<file path="src/rtl/mux_stream_rr.sv">
// -----------------------------------------------------------------------------
// mux_stream_rr
//
// N-channel registered stream multiplexer. Each cycle one input channel is
// granted, either by an explicit index (mode=0) or by round-robin arbitration
// among the valid channels (mode=1). The granted word is captured into a
// single output register that drains through a valid/ready handshake.
//
// Handshake: a word moves on a channel when valid and ready are both high at a
// rising edge. Ready never depends on the same channel's valid being
// registered. A producer may raise valid at any time and must hold its word
// until it sees ready. The consumer side may drop out_ready at any time. While
// out_valid=1 and out_ready=0 the output word is frozen.
//
// Ports:
//   clk        system clock, all state on the rising edge
//   rst_n      asynchronous active-low reset
//   mode       0 = fixed select, 1 = round-robin
//   sel        channel index used when mode=0
//   in_data    packed input words, channel i at [i*WIDTH +: WIDTH]
//   in_valid   per-channel valid
//   in_ready   per-channel ready, at most one bit set (combinational)
//   out_data   registered output word
//   out_chan   channel index that out_data came from
//   out_valid  output register holds a word
//   out_ready  consumer accepts out_data this cycle
// -----------------------------------------------------------------------------
module mux_stream_rr #(
   parameter int WIDTH    = 8,
   parameter int CHANNELS = 4,
   parameter int SEL_W    = $clog2(CHANNELS)
) (
   input  logic                      clk,
   input  logic                      rst_n,
   input  logic                      mode,
   input  logic [SEL_W-1:0]          sel,
   input  logic [CHANNELS*WIDTH-1:0] in_data,
   input  logic [CHANNELS-1:0]       in_valid,
   output logic [CHANNELS-1:0]       in_ready,
   output logic [WIDTH-1:0]          out_data,
   output logic [SEL_W-1:0]          out_chan,
   output logic                      out_valid,
   input  logic                      out_ready
);

   logic [WIDTH-1:0] out_data_q, out_data_d;
   logic [SEL_W-1:0] out_chan_q, out_chan_d;
   logic             out_valid_q, out_valid_d;
   logic [SEL_W-1:0] ptr_q, ptr_d;

   logic             load_en;
   logic             grant_vld;
   logic [SEL_W-1:0] grant_idx;
   logic [WIDTH-1:0] grant_data;

   // The register can take a new word when empty or drained this same cycle.
   assign load_en = !out_valid_q || out_ready;

   // Grant selection. In round-robin mode the loop runs from the farthest
   // candidate back to ptr so the last hit written is the first valid channel
   // at or after ptr in circular order. An out-of-range sel never matches.
   always_comb begin
      grant_vld = 1'b0;
      grant_idx = '0;
      if (!mode) begin
         for (int i = 0; i < CHANNELS; i++) begin
            if (int'(sel) == i && in_valid[i]) begin
               grant_vld = 1'b1;
               grant_idx = SEL_W'(i);
            end
         end
      end else begin
         for (int k = CHANNELS - 1; k >= 0; k--) begin
            if (in_valid[(int'(ptr_q) + k) % CHANNELS]) begin
               grant_vld = 1'b1;
               grant_idx = SEL_W'((int'(ptr_q) + k) % CHANNELS);
            end
         end
      end
   end

   // Data mux with constant slice bases; only the granted channel reaches the
   // register, so X on any other channel cannot leak to the outputs.
   always_comb begin
      grant_data = '0;
      for (int i = 0; i < CHANNELS; i++) begin
         if (grant_idx == SEL_W'(i)) begin
            grant_data = in_data[i*WIDTH +: WIDTH];
         end
      end
   end

   // Ready is held low during reset: the register cannot capture then, and a
   // high ready would tell a producer its word was taken when it was dropped.
   always_comb begin
      in_ready = '0;
      if (rst_n && load_en && grant_vld) begin
         in_ready = CHANNELS'(1) << grant_idx;
      end
   end

   always_comb begin
      out_data_d  = out_data_q;
      out_chan_d  = out_chan_q;
      out_valid_d = out_valid_q;
      ptr_d       = ptr_q;
      if (load_en) begin
         if (grant_vld) begin
            out_data_d  = grant_data;
            out_chan_d  = grant_idx;
            out_valid_d = 1'b1;
            // Pointer only moves on round-robin transfers so a stretch in
            // fixed mode does not disturb fairness when round-robin resumes.
            if (mode) begin
               ptr_d = (int'(grant_idx) == CHANNELS - 1) ? '0 : grant_idx + SEL_W'(1);
            end
         end else begin
            out_valid_d = 1'b0;
         end
      end
   end

   always_ff @(posedge clk or negedge rst_n) begin
      if (!rst_n) begin
         out_data_q  <= '0;
         out_chan_q  <= '0;
         out_valid_q <= 1'b0;
         ptr_q       <= '0;
      end else begin
         out_data_q  <= out_data_d;
         out_chan_q  <= out_chan_d;
         out_valid_q <= out_valid_d;
         ptr_q       <= ptr_d;
      end
   end

   assign out_data  = out_data_q;
   assign out_chan  = out_chan_q;
   assign out_valid = out_valid_q;

endmodule

</file>
<file path="config.mk">
export PLATFORM = sky130hd
export DESIGN_NAME = mux_stream_rr
export DESIGN_NICKNAME = d
export VERILOG_FILES = /design/src/rtl/mux_stream_rr.sv
export SDC_FILE = /design/constraint.sdc
export NUM_CORES = 1
export LEC_CHECK = 0
export CAP_MARGIN = 0
export CORE_UTILIZATION = 35
export DETAILED_ROUTE_END_ITERATION = 10
export PLACE_DENSITY = 0.77
export SKIP_CTS_REPAIR_TIMING = 1
export SYNTH_ARGS = -nofsm -noshare
export SYNTH_HDL_FRONTEND = slang
export SYNTH_SLANG_ARGS = --single-unit
</file>
<file path="constraint.sdc">
create_clock -name clk -period 2.15 [get_ports clk]
set_input_delay 0.3225 -clock clk [delete_from_list [all_inputs] [get_ports clk]]
set_output_delay 0.3225 -clock clk [all_outputs]
set_load 0.05 [all_outputs]
</file>
# ---- After elaboration in Yosys (flattened, before gate mapping)
# Index checks and enable logic that the tools add are counted.
dict set report totals {
  register_bits 13
  latchBits 0
  ramBits 0
  mem_bits_ro 0
  input_bits 42
  out_inout_bits 15
  wordCells 73
  mem_count 0
}
dict set report op_classes {
  n_addsub 4
  mul 0
  div_mod_pow 0
  order_cmp 4
  n_eq_ne 7
  shift 1
  mux 35
  bitwise 3
  n_reduce_logical 15
}
# operator count
set ops {}
lappend ops {{8-bit 2-to-1 mux} 4}
lappend ops {{1-bit 2-to-1 mux} 18}
lappend ops {{2-bit 2-to-1 mux} 8}
lappend ops {{3-bit by 4-bit < comparator with 1-bit output (second input constant)} 3}
lappend ops {{1-bit binary-select mux with 2-bit select} 4}
lappend ops {{2-bit equality test (second input constant)} 4}
lappend ops {{2-bit by 1-bit equality test with 1-bit output (second input constant)} 3}
lappend ops {{1-bit logical AND} 6}
lappend ops {{2-bit OR reduction} 3}
lappend ops {{2-bit by 1-bit adder with 2-bit output (second input constant)} 2}
lappend ops {{2-bit adder (second input constant)} 2}
lappend ops {{2-bit zero test} 2}
lappend ops {{4-bit 2-to-1 mux} 1}
lappend ops {{1-bit by 2-bit << shifter with 4-bit output (first input constant)} 1}
lappend ops {{1-bit bitwise AND (first input constant)} 3}
lappend ops {{2-bit by 3-bit < comparator with 1-bit output (second input constant)} 1}
lappend ops {{3-bit AND reduction} 1}
lappend ops {{2-bit AND reduction} 1}
lappend ops {{1-bit zero test} 1}
lappend ops {{1-bit logical OR} 1}

# ---- Longest topological paths before layout
dict set report depth {
  ltp_word 16
  depth_mapped 10
  mapped_depth_nobuf 9
}

# ---- Worst setup path before layout
# Ideal clock, no wire load.
dict set report synth_path {
  path_kind {reg2out}
  startpoint {register ptr_q[0]}
  endpoint {output port in_ready[2]}
  arrival_ps 2080
  required_time_ps 1827
  path_slack_ps -252
  stages_incl_launch_ff 8
  path_buffers 1
  cell_sequence {dfrtp_1 or3b_2 o221ai_1 mux2i_1 inv_1 ha_1 clkbuf_1 and3_2}
}
dict set report synth_between {
  elab_chain_cells 11
  word_cells_on_any_way 27
  cone_classes {add/sub (3); shift (1); mux (22); reduce/logical (1)}
}
# element line
set synth_rtl {}
lappend synth_rtl {{start, declared} 49} ;# logic [SEL_W-1:0] ptr_q, ptr_d;
lappend synth_rtl {{start signal, assigned} 133} ;# ptr_q <= ptr_d;
lappend synth_rtl {{2-bit adder} {74, 76}}
lappend synth_rtl {{1-bit binary-select mux with 2-bit select} 74} ;# if (in_valid[(int'(ptr_q) + k) % CHANNELS]) begin
lappend synth_rtl {{1-bit 2-to-1 mux (implied by the code) (2 in a row)} 74}
lappend synth_rtl {{2-bit 2-to-1 mux (3 in a row)} 74}
lappend synth_rtl {{2-bit 2-to-1 mux (*)} 74}
lappend synth_rtl {{2-bit 2-to-1 mux (*)} 65} ;# if (!mode) begin
lappend synth_rtl {{named net grant_idx[0]} 53} ;# logic [SEL_W-1:0] grant_idx;
lappend synth_rtl {{1-bit by 2-bit << shifter with 4-bit output (*)} 98} ;# in_ready = CHANNELS'(1) << grant_idx;
lappend synth_rtl {{4-bit 2-to-1 mux (*)} 97} ;# if (rst_n && load_en && grant_vld) begin
lappend synth_rtl {{end, declared} 39} ;# output logic [CHANNELS-1:0] in_ready,
# Mark *: on every way through the listed nets, which the timed path passes. The rest lies on a longest branch. The select of a mux whose other input is x is not followed.

# ---- Worst setup path after layout
dict set report layout_path {
  startpoint {register ptr_q[1]}
  endpoint {output port in_ready[1]}
}
dict set report layout_between {
  elab_chain_cells 11
  word_cells_on_any_way 27
  cone_classes {add/sub (3); shift (1); mux (22); reduce/logical (1)}
}
# element line
set layout_rtl {}
lappend layout_rtl {{2-bit adder} {74, 76}}
lappend layout_rtl {{1-bit binary-select mux with 2-bit select} 74}
lappend layout_rtl {{1-bit 2-to-1 mux (implied by the code) (2 in a row)} 74}
lappend layout_rtl {{2-bit 2-to-1 mux or 1-bit 2-to-1 mux (tied branches) (4 in a row)} 74}
lappend layout_rtl {{2-bit 2-to-1 mux or 1-bit 2-to-1 mux (tied branches)} 65}
lappend layout_rtl {{1-bit by 2-bit << shifter with 4-bit output or 1-bit logical AND (tied branches)} {98, 97}}
lappend layout_rtl {{4-bit 2-to-1 mux (*)} 97}
# Mark *: on every way between the ends. The rest lies on a longest branch, timed or not. The select of a mux whose other input is x is not followed.

==> impl_metrics.toml <==
[power]
clock_power_share = 0.084
p_leak_nw = 0.885
power_frac_comb = 0.696
swShare = 0.451
power.switching_mw = 0.870
internal_power_mw = 1.06
power.density_nw_per_um2 = 955
p_total_mw = 1.93
ir_drop_uv = 797
seqPwrFrac = 0.220

[critical_path]
worst_path_largest_cell_delay_ns = 0.45
startpoint_type = "flip-flop"
critPathBufInv = 2
ff2ff_path_depth = 9
crit_type = "flip-flop to primary output"
path_cells = "or3b_4, nand2_2, a211o_1, and2_4, ha_4, buf_6, and3_4, buf_12"
critical-path-top-delay-family = "simple AND/OR/NAND/NOR gates"
cp-end-kind = "primary output"
slowest_stage = "dfrtp_2"
path_depth = 8
rr_startpoint = "ptr_q[1]"
cp.required_ns = 1.83
startpoint = "ptr_q[1]"
cp.arrival_ns = 2.12
crit_fanout = 5

[logic_synthesis]
synthTopCellsByArea = "dfrtp_1 (31%), mux2_2 (7.6%), mux2_4 (7.3%), a221oi_1 (5.9%), nand2_1 (5.1%)"
synth_fp_nets = 152
ys.warnings.count = 0
synthFlopType = "dfrtp_1"
post_synth_num_cell_types = 34
syn_area_per_cell_um2 = 9.76
synth_top_area_frac = 0.314
ys_ff_latch = 13
ys_seq_area_frac = 0.314
synth_area_leader_cell = "dfrtp_1"
synth_area_um2 = 1030
synth-async-reset-ratio = 1.00
synth_cells = 106
synth_edf_count = 0

[floorplan]
die_h_um = 56.4
die_w_um = 56.4
start_util = 0.372
die-area_um2 = 3180
num_rows = 19
coreArea_um2 = 2780
io_pins = 57

[placement]
gp_congestion = 0.806
hpwlAfterDp_mm = 2.36
dp_slack_ns = -0.714
numPortBuffers = 56

[routing]
viasPerCell = 5.41
drtPass1Iterations = 4
wl_mm = 3.61
drt_iter0_markers = 75
ant_nets = 0
vias = 1152
wl_per_cell_um = 16.9
drc_errors = 0

[clock_network]
cts_root_buf = "clkbuf_4"
clock_latency_ns = 0.28
cts_num_sinks = 13
cts_buffer_depth = 2
cts_tree = "done"
cts-htree-levels = 1
cts_made_buffers = 3
path_clk_slew_ns = 0.08

[layout]
multiInputGateArea_um2 = 815
fillerInstances = 216
drive_gt1_frac = 0.385
regArea_um2 = 327
insertedDiodeCount = 0
syn_to_final_growth_pct = 95.3
utilization = 0.726
nNetsFinal = 229

[global_route]
overflow = 0
antenna_found_initial = 0
grt_max_degree = 18
grt_pass1_vias = 1120
grt_use_total = 0.196
grt_pass1_wl_mm = 5.01

[sta]
rsz0062_at_grt = "yes"
worstMarginPinSlew_ns = 0.545
clock_skew_ns = 0.0113
setup_viol = 12
slew_headroom = 0.636
slew_viol_final = 0
min_period_ns = 2.44
finalHoldViolCount = 0
clock.fmax_mhz = 409
layout_setup_ws_ns = -0.294
fin_crit_sh = 1.14

[min_path]
min_path_type = "input port to asynchronous set/reset pin"

[outcome]
status = "complete, but fails checks"
failed_checks = "setup timing"

[job]
drv_cap = 0
flip-flops by register name (all words and copies together), names as in the netlist:
register and cells:
out_chan 2, out_data 8, out_valid 1, ptr_q 2
cells in the mapped netlist (2+ instances only):
library cell,count
nor2b_1,8
mux2_2,7
a221oi_1,7
ha_1,4
and3_2,4
a22o_1,2
mux2_4,5
clkbuf_1,3
o21ai_0,3
a21oi_1,5
inv_1,4
nand2_1,14
o31ai_1,7
dfrtp_1,13
placed cells by master (no fill, tap or decap), drive strengths merged:
cell,instances
clkdlybuf4s50,47
buf,25
nand2,14
dfrtp,13
mux2,12
nor2b,8
o31ai,7
a221oi,7
dlymetal6s2s,6
a21oi,5
inv,4
and3,4
ha,4
clkbuf,4
o21ai,3
a22o,2
and2,2
a21boi,1
or3b,1
o221ai,1
mux2i,1
nand3,1
a211o,1
nand3b,1
nor4,1
and2b,1
mux4,1
nor2,1
nor3,1
o21bai,1
or2,1
a31oi,1
path summary, 6_finish.rpt:
check                         endpoint  slack, ns
max reg2reg                out_data[2]      -0.23
min                        out_data[2]       0.27
min reg2reg                out_data[0]       0.51
max in group asynchronous     ptr_q[1]       1.42
max                        in_ready[1]      -0.29
min in group clk           out_data[0]       0.51
per-stage QoR:
step,instances,cell area [um^2],hold WS (ns),TNS (ns)
final,213,2020,0.273,-2.65
after global routing,213,2020,0.267,-3.79
after CTS,206,1820,0.269,-4.82
after detailed placement,202,1800,0.491,-7.20
after global placement,202,1800,0.495,-6.25
after floorplan,106,1090,0.0269,-0.0587
area by class of cell:
class,instances,share of cell area
tap,31,0.0192
timing repair buffer,78,0.396
inverter,4,0.00743
clock buffer,4,0.0130
multi-input combinational,83,0.403
sequential,13,0.162
power groups by stage:
| stage | combinational, mW | sequential (mW) | clock [mW] |
|---|---|---|---|
| floorplan | 0.442 | 0.729 | 0 |
| global placement | 1.14 | 0.418 | 0 |
| detailed placement | 1.15 | 0.419 | 0 |
| CTS | 1.16 | 0.416 | 0.162 |
| global route | 1.41 | 0.439 | 0.181 |
| finish | 1.34 | 0.424 | 0.163 |
kinds of logic (layout without fill, tap and decap cells):
logic type               after synthesis  in the layout  share of synthesized area
AND/OR/NAND/NOR                       36             36                      0.209
AO/OA/AOI/OAI                         29             29                      0.203
multiplexers                          14             14                      0.180
flip-flops                            13             13                      0.314
buffers and inverters                 10             86                     0.0447
adder cells (fa/ha/maj)                4              4                     0.0484
metal layers:
layer | track usage | part of all wire | up-vias
met3 | 0.0276 | 0.067 | 6
met5 | 0 | 0 | -
met2 | 0.342 | 0.48 | 63
met1 | 0.257 | 0.43 | 537
met4 | 0.0418 | 0.014 | 0
li1 | - | - | 546
Power figures use the tool's default switching activity.
